File: src/rtl/number_input_buffer.sv
// number_input_buffer
//   Collects decimal digits typed on a PS/2 keyboard (scan code set 2),
//   shows them as packed BCD while they are typed, and on Enter converts
//   them to a 32-bit binary number handed to the datapath.
//
// Ports
//   clk            in   system clock, rising edge
//   rst            in   asynchronous active-low reset
//   scancode[7:0]  in   PS/2 byte from the keyboard receiver
//   scancode_valid in   one-cycle strobe qualifying scancode
//   clear          in   consumer acknowledge for num_buffer
//   num_buffer     out  binary value of the last committed number
//   num_valid      out  num_buffer holds an unacknowledged number
//   bcd_digits     out  digits being typed, newest digit in [3:0]
//   digit_count    out  number of digits held in bcd_digits
//   busy           out  BCD-to-binary conversion in progress
module number_input_buffer #(
  parameter int MAX_DIGITS = 8
) (
  input  logic        clk,
  input  logic        rst,
  input  logic [7:0]  scancode,
  input  logic        scancode_valid,
  input  logic        clear,
  output logic [31:0] num_buffer,
  output logic        num_valid,
  output logic [31:0] bcd_digits,
  output logic [3:0]  digit_count,
  output logic        busy
);

  localparam logic [3:0] MAX_CNT = 4'(MAX_DIGITS);

  localparam logic [7:0] SC_BREAK = 8'hF0;
  localparam logic [7:0] SC_EXT   = 8'hE0;
  localparam logic [7:0] SC_ENTER = 8'h5A;
  localparam logic [7:0] SC_BKSP  = 8'h66;
  localparam logic [7:0] SC_ESC   = 8'h76;

  typedef enum logic [2:0] {
    IDLE,
    BRK,
    EXT,
    EXT_BRK,
    CONV
  } state_t;

  state_t      state;
  logic [31:0] acc;
  logic [3:0]  conv_left;   // digits still to fold into acc

  logic [4:0]  key_dec;     // {is_digit, value}
  logic        valid_eff;   // num_valid after a same-cycle clear
  logic [2:0]  conv_sel;
  logic [4:0]  conv_pos;
  logic [3:0]  conv_digit;
  logic [31:0] acc_next;

  // Map a make code to {hit, digit}; hit=0 for non-digit keys.
  function automatic logic [4:0] decode_digit(input logic [7:0] code);
    logic [4:0] r;
    case (code)
      8'h45:   r = {1'b1, 4'd0};
      8'h16:   r = {1'b1, 4'd1};
      8'h1E:   r = {1'b1, 4'd2};
      8'h26:   r = {1'b1, 4'd3};
      8'h25:   r = {1'b1, 4'd4};
      8'h2E:   r = {1'b1, 4'd5};
      8'h36:   r = {1'b1, 4'd6};
      8'h3D:   r = {1'b1, 4'd7};
      8'h3E:   r = {1'b1, 4'd8};
      8'h46:   r = {1'b1, 4'd9};
      default: r = 5'd0;
    endcase
    return r;
  endfunction

  // acc*10 + d built from shifts; cannot overflow for 8 decimal digits.
  function automatic logic [31:0] mac10(input logic [31:0] a, input logic [3:0] d);
    return {a[28:0], 3'b000} + {a[30:0], 1'b0} + {28'd0, d};
  endfunction

  always_comb begin
    key_dec   = decode_digit(scancode);
    valid_eff = num_valid & ~clear;
    // Oldest (most significant) remaining digit sits at nibble conv_left-1.
    // conv_left is 1..8 in CONV, so the 3-bit wrap maps 8 -> nibble 7.
    conv_sel   = conv_left[2:0] - 3'd1;
    conv_pos   = {conv_sel, 2'b00};
    conv_digit = bcd_digits[conv_pos +: 4];
    acc_next   = mac10(acc, conv_digit);
  end

  assign busy = (state == CONV);

  always_ff @(posedge clk or negedge rst) begin
    if (!rst) begin
      state       <= IDLE;
      acc         <= 32'd0;
      conv_left   <= 4'd0;
      num_buffer  <= 32'd0;
      num_valid   <= 1'b0;
      bcd_digits  <= 32'd0;
      digit_count <= 4'd0;
    end else if (state == CONV) begin
      // Conversion: one digit per cycle, scancodes and clear are dropped.
      acc       <= acc_next;
      conv_left <= conv_left - 4'd1;
      if (conv_left == 4'd1) begin
        num_buffer  <= acc_next;
        num_valid   <= 1'b1;
        bcd_digits  <= 32'd0;
        digit_count <= 4'd0;
        state       <= IDLE;
      end
    end else begin
      // Clear is applied first; any later assignment in this cycle wins.
      if (clear) num_valid <= 1'b0;
      if (scancode_valid) begin
        case (state)
          IDLE: begin
            if (scancode == SC_BREAK) begin
              state <= BRK;
            end else if (scancode == SC_EXT) begin
              state <= EXT;
            end else if (key_dec[4]) begin
              if (!valid_eff && digit_count < MAX_CNT) begin
                bcd_digits  <= {bcd_digits[27:0], key_dec[3:0]};
                digit_count <= digit_count + 4'd1;
              end
            end else if (scancode == SC_ENTER) begin
              if (!valid_eff && digit_count != 4'd0) begin
                state     <= CONV;
                acc       <= 32'd0;
                conv_left <= digit_count;
              end
            end else if (scancode == SC_BKSP) begin
              if (!valid_eff && digit_count != 4'd0) begin
                bcd_digits  <= {4'd0, bcd_digits[31:4]};
                digit_count <= digit_count - 4'd1;
              end
            end else if (scancode == SC_ESC) begin
              bcd_digits  <= 32'd0;
              digit_count <= 4'd0;
              num_buffer  <= 32'd0;
              num_valid   <= 1'b0;
            end
          end
          BRK:     state <= IDLE;
          EXT:     state <= (scancode == SC_BREAK) ? EXT_BRK : IDLE;
          EXT_BRK: state <= IDLE;
          default: state <= IDLE;
        endcase
      end
    end
  end

endmodule

File: config.mk
export PLATFORM = sky130hd
export DESIGN_NAME = number_input_buffer
export DESIGN_NICKNAME = d
export VERILOG_FILES = /design/src/rtl/number_input_buffer.sv
export SDC_FILE = /design/constraint.sdc
export NUM_CORES = 1
export LEC_CHECK = 0
export ABC_AREA = 1
export BUFFER_PORTS_ARGS = -buffer_cell sky130_fd_sc_hd__buf_2
export CORE_MARGIN = 8
export CORE_UTILIZATION = 35
export CTS_CLUSTER_SIZE = 12
export DETAILED_ROUTE_END_ITERATION = 16
export SLEW_MARGIN = 20
export SYNTH_ARGS = -nofsm -noshare
export SYNTH_HDL_FRONTEND = slang
export SYNTH_SLANG_ARGS = --single-unit
File: constraint.sdc
create_clock -name clk -period 3.7 [get_ports clk]
set_input_delay 0.74 -clock clk [delete_from_list [all_inputs] [get_ports clk]]
set_output_delay 0.74 -clock clk [all_outputs]
set_load 0.01 [all_outputs]
-- Word level (Yosys, flattened, before mapping)
Cells that the tools add are included.
- output and inout port bits: 70
- register bits after elaboration: 107
- bits of input ports: 12
- muxes and demuxes: 71
- order comparisons: 1
- eq/ne operators: 30
- bitwise logic cells: 2
- shift-type cells: 1
- add/sub/neg operators: 6
- reductions and logical operators: 15
- operator list (operator ; count):
    two-way mux 32 bit ; 21
    two-way mux 31 bit ; 8
    two-way mux 4 bit ; 20
    case mux 5 bit (10 select lines) ; 1
    equality test 8 x 6 -> 1 bit (second input constant) ; 6
    equality test 8 x 7 -> 1 bit (second input constant) ; 5
    adder 32 bit ; 1
    adder 32 x 4 -> 32 bit ; 1
    indexed part select 32 x 6 -> 4 bit ; 1
    two-way mux 3 bit ; 8
    AND reduction 9 bit ; 2
    equality test 8 x 5 -> 1 bit (second input constant) ; 2
    equality test 8 bit (second input constant) ; 2
    != test 5 bit (second input constant) ; 3
    two-way mux 1 bit ; 11
    != test 2 bit (second input constant) ; 5
    nonzero test 2 bit ; 5
    nonzero test 4 bit ; 2
    subtractor 4 x 1 -> 4 bit (second input constant) ; 2
    AND reduction 7 bit ; 1
    case mux 3 bit (2 select lines) ; 1
    AND reduction 5 bit ; 1
    adder 4 x 1 -> 4 bit (second input constant) ; 1
    equality test 4 x 1 -> 1 bit (second input constant) ; 1
    other kinds (14) ; 15

-- Longest topological paths before layout
- depth in word-level cells: 13
- gate-level depth with buffers: 23
- depth with buffers taken out: 21

-- Least setup slack after synthesis
No wires, ideal clock.
- path type: flip-flop to flip-flop
- start point: register conv_left[0]
- end point: register acc[26]
- stages on the path, launching flop included: 20
- buffers on the path: 2
- arrival time: 3.629 ns
- clock period less this slack: 3.746 ns
- data required time: 3.583 ns
- setup slack: -0.046 ns
- cells stage by stage: dfrtp_1 -> inv_1 -> clkbuf_1 -> ha_1 -> clkbuf_1 -> clkinv_1 -> a21oi_1 -> o21ai_0 -> nand3_1 -> nand2_1 -> fa_1 -> fa_1 -> o21ai_0 -> nand2_1 -> nand2_1 -> nand3_1 -> nand3_1 -> nand2_1 -> nand3_1 -> nand2_1
- cells in the longest elaborated chain, start to end: 4
- ends and longest elaborated chain (element ; line ; text):
    start: declaration ; 50 ; logic [3:0] conv_left;
    start signal: assignment ; 108 ; conv_left <= conv_left - 4'd1;
    start signal: assignment ; 135 ; conv_left <= digit_count;
    subtractor 3 x 1 -> 3 bit ; 88 ; conv_sel = conv_left[2:0] - 3'd1;
    indexed part select 32 x 6 -> 4 bit ; 90 ; conv_digit = bcd_digits[conv_pos +: 4];
    adder 32 x 4 -> 32 bit ; 80 ; return {a[28:0], 3'b000} + {a[30:0], 1'b0} + {28'd0, d};
    two-way mux 31 bit ; 105 ; end else if (state == CONV) begin
    end signal: assignment ; 107 ; acc <= acc_next;
    end: declaration ; 49 ; logic [31:0] acc;
No other way between the ends.
A chain may end at the register's enable or synchronous reset.

-- Worst setup path after layout
- start point: register conv_left[1]
- end point: register num_buffer[16]
- cells in the longest elaborated chain, start to end: 5
- elaborated cells between the ends (all ways): 8
- ends and longest elaborated chain (element ; line ; text):
    subtractor 3 x 1 -> 3 bit ; 88 ;
    indexed part select 32 x 6 -> 4 bit ; 90 ;
    adder 32 x 4 -> 32 bit ; 80 ;
    two-way mux 32 bit ; 109 ; if (conv_left == 4'd1) begin
    two-way mux 32 bit ; 105 ;
    end signal: assignment ; 110 ; num_buffer <= acc_next;
    end: declaration ; 25 ; output logic [31:0] num_buffer,
Parallel ways exist; a longest one is shown, timed or not. The select of a mux whose other input is x is not followed.

==> metrics.txt <==
worst-case clock buffer depth=2; total clock sinks=107; Net Count, Synth=1,240; die extent in x=168 um; TritonCTS clock tree=built; achievable frequency=292 MHz; GR Util All Layers=17.4%; # rows=55; Remaining DRCs=0; die area=0.0281 mm2; fin crit period=~3.4 ns; fin cells=1,518; ratio of cells with drive above 1 in the final layout=11.4%; gr ovfl total=0; Seq/Total Area, Yosys=between 30% and 40%; Setup Skew=approximately 0.017 ns; largest net degree at the start of global routing=74; H-tree depth=3; first-pass GRT wire length=40,000 um; Worst path slowest cell=fa_1; Post-Synthesis Cells=1,164; drt first pass iters=5; final slew viol count=0; worst hold path type=in2async; Worst-Skew Late Latency=roughly 0.37 ns; crit path DAT=between 3 and 4 ns; Synth Warn #=0; CTS buffer count=9; placed cells=1,500; diode count=0; kind of critical path=reg2reg; Top Family by Delay on Critical Path=adder cells; CP max stage delay=between 0.4 and 0.5 ns; final hold vios=0; Initial DRC Count=572; IO Pins=82; CP max FO=5; vias per cell=5.16; Post-DRT Antenna Nets=0; Worst Setup End Kind=register; CP cell instances=inv_1 -> ha_2 -> clkinvlp_4 -> a221oi_1 -> a31oi_1 -> ha_1 -> ha_1 -> inv_1 -> fa_1 -> inv_1 -> nand3_1 -> nand3_1 -> nand2_1 -> nand2_1 -> nand2_1 -> nand3_1 -> o21ai_0; GP Congestion=0.893; crit start category=register; number of global-route vias before repair=7,811; initial antenna violation count=0; syn_area_per_cell=6.90 um2; Slew @ Worst Pin=0.957 ns; port bufs=81; # nets final=about 1,300; Initial Util=35.6%; total wire length=24,200 um; area growth from synthesis to layout=12.3%; crit share post-route=between 90% and 100%; core footprint=0.0226 mm2; Finish-stage setup viols=0; dpl hpwl=18,000 um; Via Count=7,834; clock-pin transition on the worst setup and hold timing paths=0.08 ns; Avg WL per Cell=16.0 um; Synth cell types=37; run status=completed; post-synthesis cell area=0.00804 mm2; die height=168 um; worst path bufs/invs=4; FF+latch count, synth=107; Max-Cap Viols=0; Worst Path Required=between 3 and 4 ns; clk root buf=clkbuf_16; worst relative slew slack=36.1%
==> cell usage in the layout (no fill, tap or decap), types with 4 or more instances in the layout <==
cell type and instances:
nand3_1 127, o21ai_0 97, a21oi_1 52, nor2_2 5
clkbuf_16 9, xor2_1 6, nand4_1 19, nor2_1 72
nand2_2 9, dfrtp_1 107, nand2_1 346, buf_2 80
ha_1 61, inv_1 126, or2_2 4, o21ai_1 11
inv_2 4, buf_4 11, nor3_1 8, a31oi_1 4
o21bai_1 39
==> cell usage after synthesis, drive strengths merged <==
library cell  count  share of area, %
a21oi            52               3.2
a221oi            2              0.22
a31oi             4              0.31
a41oi             1              0.11
and2              2              0.19
buf              27               2.1
clkbuf           13              0.61
clkinv            3              0.14
dfrtp           107                33
fa                2              0.50
ha               62               9.7
inv             130               6.1
nand2           356                17
nand3           129               8.1
nand3b            1             0.093
nand4            19               1.5
nor2             80               4.2
nor3              8              0.50
o211a             1              0.12
o21a              3              0.28
o21ai           109               6.8
o21bai           39               3.6
o22ai             1             0.078
or2               4              0.31
xnor2             3              0.33
xor2              6              0.65
==> cell families (layout without fill, tap and decap cells) <==
kind of cell | Yosys count | after routing | share of synthesized area (%)
AO/OA/AOI/OAI | 212 | 212 | 14.8
buffers and inverters | 173 | 242 | 8.97
flip-flops | 107 | 107 | 33.3
XOR/XNOR | 9 | 9 | 0.981
AND/OR/NAND/NOR | 599 | 599 | 31.8
adder cells (fa/ha/maj) | 64 | 64 | 10.2
==> worst paths after layout <==
check	start	end	slack (ns)	depth (start not counted)
worst max-delay path	conv_left[1]	num_buffer[16]	0.27	17
min in group clk	num_buffer[25]	num_buffer[25]	0.48	2
worst min register to register	num_buffer[25]	num_buffer[25]	0.48	2
max in group asynchronous	rst	num_buffer[2]	2.56	2
worst min-delay path	rst	num_buffer[15]	0.34	1
worst max register to register	conv_left[1]	num_buffer[16]	0.27	17
==> worst register-to-register path, cell delays in order, from the launching register on <==
cell and delay, ns:
dfrtp_1 0.38, inv_1 0.07, ha_2 0.38, clkinvlp_4 0.13, a221oi_1 0.32, a31oi_1 0.09
ha_1 0.30, ha_1 0.21, inv_1 0.07, fa_1 0.47, inv_1 0.12, nand3_1 0.08
nand3_1 0.18, nand2_1 0.12, nand2_1 0.08, nand2_1 0.05, nand3_1 0.13, o21ai_0 0.09
==> repair_timing <==
item,4_1_cts,5_1_grt
hold buffers,0,0
endpoints found under the setup margin,0,28
setup buffers,0,1
resized for setup,0,7
==> state kept, by name, indices dropped and copies added (netlist names) <==
signal       cells
num_buffer      32
digit_count      4
acc             31
state            3
bcd_digits      32
conv_left        4
num_valid        1
==> cell type report <==
type / instances / area [um2]
fillers: 2431 / 13500
multi-input cells: 884 / 4660
flip-flops and latches: 107 / 2680
repair buffers: 92 / 503
inverters: 133 / 503
well taps: 285 / 357
clock buffers: 9 / 225
clock inverters: 7 / 92.6
repair inverters: 1 / 5.00
==> routing by layer <==
layer	share of wire (%)	GRT usage [%]
met1	44	21.3
met2	50	30.7
met3	5.1	4.00
met4	1.0	3.73
met5	0	0
==> through the flow <==
stage	util [%]	setup WS, ns	cell area, um2	TNS [ns]	hold slack (ns)
after floorplan	-	0.0715	8040	0	0.444
after global placement	38.4	0.289	8670	0	0.460
after detailed placement	38.4	0.165	8670	0	0.465
after CTS	39.8	0.148	8980	0	0.345
after global routing	40.0	-0.0138	9020	-0.0187	0.364
final	40.0	0.273	9020	0	0.335
Power is left out: the tool's default activity adds up to more than one toggle a clock period on the data nets, which glitch-free logic cannot reach.
